**config.mk**
```make
export PLATFORM = sky130hd
export DESIGN_NAME = ht_lookup_ctrl
export DESIGN_NICKNAME = d
export VERILOG_FILES = /design/src/rtl/ht_pkg.sv /design/src/rtl/ht_victim_ptr.sv /design/src/rtl/ht_lookup_ctrl.sv
export SDC_FILE = /design/constraint.sdc
export NUM_CORES = 1
export LEC_CHECK = 0
export BUFFER_PORTS_ARGS = -buffer_cell sky130_fd_sc_hd__buf_2
export CAP_MARGIN = 20
export CORE_UTILIZATION = 39
export CTS_BUF_LIST = sky130_fd_sc_hd__clkbuf_4
export DETAILED_ROUTE_END_ITERATION = 8
export HOLD_SLACK_MARGIN = 0.02
export PLACE_DENSITY_LB_ADDON = 0.15
export REMOVE_ABC_BUFFERS = 1
export SETUP_SLACK_MARGIN = 0.3
export SLEW_MARGIN = 20
export SYNTH_ARGS = -nofsm -noshare
export SYNTH_HDL_FRONTEND = slang
export SYNTH_SLANG_ARGS = --single-unit
```
**constraint.sdc**
```tcl
create_clock -name clk -period 1.75 [get_ports clk]
set_input_delay 0.35 -clock clk [delete_from_list [all_inputs] [get_ports clk]]
set_output_delay 0.35 -clock clk [all_outputs]
set_load 0.005 [all_outputs]
```
**src/rtl/ht_pkg.sv**
```systemverilog
// ht_pkg: shared definitions for the hash-table lookup controller slice.
// Holds the FSM state encodings, default key/value widths, the table
// geometry (4 entries, 2-bit index) and the statistics counter width.
// The saturating increment helper serves the optional lookup statistics.
package ht_pkg;

    localparam int KW_DEF   = 3;
    localparam int VW_DEF   = 3;
    localparam int NENT_DEF = 4;
    localparam int IDX_W    = 2;
    localparam int CNT_W    = 8;

    localparam logic [2:0] ST_IDLE   = 3'd0;
    localparam logic [2:0] ST_LOOKUP = 3'd1;
    localparam logic [2:0] ST_FETCH  = 3'd2;
    localparam logic [2:0] ST_FILL   = 3'd3;
    localparam logic [2:0] ST_RESP   = 3'd4;

    // Increment that sticks at the all-ones value instead of wrapping.
    function automatic logic [CNT_W-1:0] sat_inc(input logic [CNT_W-1:0] v);
        return (&v) ? v : v + 1'b1;
    endfunction

endpackage

```
**src/rtl/ht_victim_ptr.sv**
```systemverilog
// ht_victim_ptr: round-robin replacement pointer for the 4-entry table.
// Ports:
//   clk    in   clock
//   rst_n  in   asynchronous active-low reset (pointer returns to 0)
//   i_adv  in   advance the pointer by one (wraps 3 -> 0)
//   o_idx  out  current victim entry index
module ht_victim_ptr
    import ht_pkg::*;
(
    input  logic             clk,
    input  logic             rst_n,
    input  logic             i_adv,
    output logic [IDX_W-1:0] o_idx
);

    logic [IDX_W-1:0] r_idx;

    always_ff @(posedge clk or negedge rst_n) begin
        if (!rst_n)
            r_idx <= '0;
        else if (i_adv)
            r_idx <= r_idx + 1'b1;
    end

    assign o_idx = r_idx;

endmodule

```
**src/rtl/ht_lookup_ctrl.sv**
```systemverilog
// ht_lookup_ctrl: sequential front-end for the 4-entry key/value table.
// A requester hands in a key (valid/ready); the key is driven to the
// combinational table and the hit/value sampled one cycle later. On a miss
// the value is fetched from backing memory (level req / pulse ack), written
// into the table at the round-robin victim slot and returned to the requester.
// Ports:
//   clk, rst_n                      clock, async active-low reset
//   req_valid/req_ready/req_key     lookup request (ready only when idle)
//   rsp_valid/rsp_ready             response handshake
//   rsp_value/rsp_hit               returned value, 1 = served from table
//   ht_key, ht_hit, ht_value        table lookup port
//   ht_wr_en/idx/key/value          one-cycle table install strobe
//   mem_req/mem_addr/mem_ack/mem_data  backing-memory fetch port
// Build option HT_LOOKUP_STATS_EN adds stats_clr (in), hit_cnt and miss_cnt
// (out, 8-bit saturating counts of lookups that hit / missed).
module ht_lookup_ctrl
    import ht_pkg::*;
#(
    parameter int KW   = KW_DEF,
    parameter int VW   = VW_DEF,
    parameter int NENT = NENT_DEF
)(
    input  logic                    clk,
    input  logic                    rst_n,
    input  logic                    req_valid,
    output logic                    req_ready,
    input  logic [KW-1:0]           req_key,
    output logic                    rsp_valid,
    input  logic                    rsp_ready,
    output logic [VW-1:0]           rsp_value,
    output logic                    rsp_hit,
    output logic [KW-1:0]           ht_key,
    input  logic                    ht_hit,
    input  logic [VW-1:0]           ht_value,
    output logic                    ht_wr_en,
    output logic [$clog2(NENT)-1:0] ht_wr_idx,
    output logic [KW-1:0]           ht_wr_key,
    output logic [VW-1:0]           ht_wr_value,
    output logic                    mem_req,
    output logic [KW-1:0]           mem_addr,
    input  logic                    mem_ack,
    input  logic [VW-1:0]           mem_data
`ifdef HT_LOOKUP_STATS_EN
    ,
    input  logic                    stats_clr,
    output logic [CNT_W-1:0]        hit_cnt,
    output logic [CNT_W-1:0]        miss_cnt
`endif
);

    logic [2:0]              r_state;
    logic [KW-1:0]           r_key;
    logic [VW-1:0]           r_data;
    logic [KW-1:0]           r_ht_key;
    logic                    r_rsp_valid;
    logic [VW-1:0]           r_rsp_value;
    logic                    r_rsp_hit;
    logic                    r_wr_en;
    logic [$clog2(NENT)-1:0] r_wr_idx;
    logic [KW-1:0]           r_wr_key;
    logic [VW-1:0]           r_wr_value;
    logic                    r_mem_req;
    logic [KW-1:0]           r_mem_addr;

    logic                    w_adv;
    logic [IDX_W-1:0]        w_victim;

    // The pointer moves once per completed fill; hits never touch it.
    assign w_adv = (r_state == ST_FILL);

    ht_victim_ptr u_victim (
        .clk   (clk),
        .rst_n (rst_n),
        .i_adv (w_adv),
        .o_idx (w_victim)
    );

    always_ff @(posedge clk or negedge rst_n) begin
        if (!rst_n) begin
            r_state     <= ST_IDLE;
            r_key       <= '0;
            r_data      <= '0;
            r_ht_key    <= '0;
            r_rsp_valid <= 1'b0;
            r_rsp_value <= '0;
            r_rsp_hit   <= 1'b0;
            r_wr_en     <= 1'b0;
            r_wr_idx    <= '0;
            r_wr_key    <= '0;
            r_wr_value  <= '0;
            r_mem_req   <= 1'b0;
            r_mem_addr  <= '0;
        end else begin
            // Table write is a single-cycle strobe.
            r_wr_en <= 1'b0;
            case (r_state)
                ST_IDLE: begin
                    if (req_valid) begin
                        r_key    <= req_key;
                        r_ht_key <= req_key;
                        r_state  <= ST_LOOKUP;
                    end
                end
                ST_LOOKUP: begin
                    if (ht_hit) begin
                        r_rsp_value <= ht_value;
                        r_rsp_hit   <= 1'b1;
                        r_rsp_valid <= 1'b1;
                        r_state     <= ST_RESP;
                    end else begin
                        r_mem_req  <= 1'b1;
                        r_mem_addr <= r_key;
                        r_state    <= ST_FETCH;
                    end
                end
                ST_FETCH: begin
                    // mem_ack is only observed here; stray acks elsewhere are dropped.
                    if (mem_ack) begin
                        r_mem_req  <= 1'b0;
                        r_data     <= mem_data;
                        r_wr_en    <= 1'b1;
                        r_wr_idx   <= w_victim;
                        r_wr_key   <= r_key;
                        r_wr_value <= mem_data;
                        r_state    <= ST_FILL;
                    end
                end
                ST_FILL: begin
                    r_rsp_value <= r_data;
                    r_rsp_hit   <= 1'b0;
                    r_rsp_valid <= 1'b1;
                    r_state     <= ST_RESP;
                end
                ST_RESP: begin
                    if (rsp_ready) begin
                        r_rsp_valid <= 1'b0;
                        r_state     <= ST_IDLE;
                    end
                end
                default: r_state <= ST_IDLE;
            endcase
        end
    end

    assign req_ready   = (r_state == ST_IDLE);
    assign rsp_valid   = r_rsp_valid;
    assign rsp_value   = r_rsp_value;
    assign rsp_hit     = r_rsp_hit;
    assign ht_key      = r_ht_key;
    assign ht_wr_en    = r_wr_en;
    assign ht_wr_idx   = r_wr_idx;
    assign ht_wr_key   = r_wr_key;
    assign ht_wr_value = r_wr_value;
    assign mem_req     = r_mem_req;
    assign mem_addr    = r_mem_addr;

`ifdef HT_LOOKUP_STATS_EN
    logic [CNT_W-1:0] r_hit_cnt;
    logic [CNT_W-1:0] r_miss_cnt;

    // Clear has priority over a same-cycle increment.
    always_ff @(posedge clk or negedge rst_n) begin
        if (!rst_n) begin
            r_hit_cnt  <= '0;
            r_miss_cnt <= '0;
        end else if (stats_clr) begin
            r_hit_cnt  <= '0;
            r_miss_cnt <= '0;
        end else if (r_state == ST_LOOKUP) begin
            if (ht_hit)
                r_hit_cnt  <= sat_inc(r_hit_cnt);
            else
                r_miss_cnt <= sat_inc(r_miss_cnt);
        end
    end

    assign hit_cnt  = r_hit_cnt;
    assign miss_cnt = r_miss_cnt;
`endif

endmodule

```
==> results.md <==
* Root buf cell: clkbuf_4
* Vias in the first global route at 731
* Yosys reg bits at 26
* CP Capture Type: flop
* Post-synthesis sequential area ratio at around three fifths
* Initial Util at between 40% and 50%
* Tot Pwr at about 2.4 mW
* Setup TNS at 0 ns
* Final Critical Period at roughly 1.5 ns
* Period utilization at between 80 and 90%
* Min-Delay Path Class: input port to flop
* CP Data Arrival Time at 1.74 ns
* Final WL at ~2100 um
* Initial antenna violation count at 0
* Via density at around 5
* Peak supply drop at 1.05 mV
* Clk sinks at 26
* Crit start category: flop
* Max Root-Sink Buffers at 2
* Fin worst setup slack at ~0.23 ns
* Synth Area in Compound Gates at 5.08%
* Core Area at ~2500 sq um
* Diode count at 0
* Io pins at 37
* Pre-CTS setup slack at ~0.25 ns
* Actual slew at the worst max-slew pin at 0.587 ns
* Worst rel slew slack at just over 60%
* Data required time of the critical path at just under 2 ns
* Worst-path clk slew at 0.14 ns
* Pwr Density at 1720 nW/um^2
* Register area at roughly 650 sq um
* Adder-cell share of the synthesized area at 0%
* Residual DRC at 0
* Synth Cell Area at 1060 sq um
* Final setup violation count at 0
* Post-synth cell types at 21
* Critical path type: flop to flop
* Leakage at approximately 0.67 nW
* Largest family of logic cells by synthesized area: multiplexers
* WL/cell at between 10 and 15 um
* Starting DRT DRC Count at 3
* Gp weighted congestion at 0.683
* FP Rows at 18
* Hold Path Cell Cnt at 2
* Multi-input logic area at about 410 sq um
* Fillers at approximately 240
* Total gr overflow at 0
* Xor and xnor area share after synthesis at around 1.7%
* P&R area growth vs syn at 33.5%
* Die H at ~54 um
* Fmax at 0.657 GHz
* Pre-Repair DR Iteration Count at 3
* Critical path peak fanout at 10
* Yosys Warn Count at 0
* Nets@finish at 141
* Worst Skew at about 0.0072 ns
* Mapped Cells at 77
* Simple-gate share of the synthesized area at under 10%
* Slew Viols, Final at 0
* Worst hold slack at about 0.26 ns
* RSZ-0062 raised after global routing: true
* Path depth of the worst reg2reg path at 5
* Tot GR Track Use at between 10% and 20%
* Clock Latency Late Sink at 0.32 ns
* Synth Area per Inst at roughly 14 sq um
* Final ANT Viol Nets at 0
* Vias at between 700 and 800
* CTS tree: done
* Num CTS Buffers at 3
* Die Width at 54.1 um
* Die area at 2930 sq um
* Pin count of the biggest net entering global routing at 27
* Fraction of layout cells with a size suffix above 1 at 60.8%
* First-pass GRT wire length at around 3500 um
* Dpl hpwl at 1470 um
* Port bufs at 36
* Status: finished, final reports clean
* Max-cap viol count at 0
* Final hold violations at 0
* H-tree levels at 1
* Multiplexer area fraction after synthesis at a little over a fifth
==> cell usage in the layout, fill, tap and decap left out, types with 2 or more instances in the layout <==
master and instances:
nand2b_1 2, nor3_4 3, buf_4 7, nand2_1 4
nor2_1 3, xnor2_1 2, a21oi_1 3, clkbuf_4 3
dfrtp_2 2, inv_1 2, dfrtp_1 24, mux2_2 20
buf_2 36, buf_6 3
==> critical path: stages, from the launching register on <==
cell,delay [ns]
dfrtp_2,0.44
buf_4,0.18
nand2b_1,0.16
nor3_1,0.16
buf_4,0.16
mux2_2,0.32
==> kinds of logic after synthesis <==
family | count (synthesis)
flip-flops | 26
buffers and inverters | 5
multiplexers | 20
AO/OA/AOI/OAI | 8
AND/OR/NAND/NOR | 16
XOR/XNOR | 2
==> sequential cells by signal, indices dropped and copies added (netlist names), 2 cells and up <==
| register | flops |
|---|---|
| ht_key | 3 |
| mem_addr | 3 |
| ht_wr_value | 3 |
| r_state | 3 |
| ht_wr_idx | 2 |
| u_victim.o_idx | 2 |
| rsp_value | 3 |
| ht_wr_key | 3 |
==> synth_stat cells <==
cell       n  share of area, %
a211oi_1   1              0.71
a21oi_1    3               1.4
a31o_2     1              0.83
a31oi_1    1              0.59
buf_2      1              0.47
clkbuf_1   1              0.35
clkbuf_2   1              0.47
dfrtp_1   26                61
inv_1      2              0.71
mux2_2    20                21
nand2_1    4               1.4
nand2b_1   2               1.2
nand3_1    1              0.47
nor2_1     4               1.4
nor2b_1    1              0.59
nor3_1     2              0.95
nor3_2     1              0.95
nor3_4     1               1.5
o21bai_1   1              0.71
o22a_1     1              0.83
xnor2_1    2               1.7
==> repair_timing <==
action / 4_1_cts / 5_1_grt
hold buffers: 1 / 0
buffers inserted: 3 / 2
pin swaps: 2 / 1
hold endpoints to repair: 14 / 0
endpoints found under the setup margin: 15 / 19
resized for setup: 6 / 4
==> metrics by stage <==
stage          cell area (sq um)  std cells  utilization (%)
2_1_floorplan               1040         74                -
3_3_place_gp                1300        145             51.5
3_5_place_dp                1300        145             51.5
4_1_cts                     1380        153             54.7
5_1_grt                     1410        155             56.0
6_report                    1410        155             56.0
==> area by class of cell <==
class | count | area share [%]
well taps | 30 | 2.66
multi-input cells | 46 | 29.1
repair buffers | 47 | 19.6
clock inverters | 1 | 0.266
clock buffers | 3 | 1.59
inverters | 2 | 0.531
flip-flops and latches | 26 | 46.2
==> per-layer routing <==
metal	vias up	wire length, um	global-route usage (%)
li1	363	-	-
met4	0	31	7.69
met3	4	102	3.11
met5	-	0	0
met2	25	1050	29.8
met1	372	944	20.8
==> worst paths after layout <==
| check | from | end | slack, ns |
|---|---|---|---|
| min in group asynchronous | rst_n | mem_addr[2] | 0.55 |
| worst min register to register | u_victim.o_idx[1] | u_victim.o_idx[1] | 0.49 |
| worst max register to register | r_state[1] | ht_key[2] | 0.23 |
| max in group asynchronous | rst_n | r_state[0] | 0.79 |
| worst max-delay path | r_state[1] | ht_key[2] | 0.23 |
| worst min-delay path | req_key[0] | ht_key[0] | 0.26 |
==> power breakdown <==
part	internal, mW	switching (mW)
sequential	0.894	0.205
combinational	0.635	0.443
clock	0.0835	0.175
(Power assumes the default switching activity.)
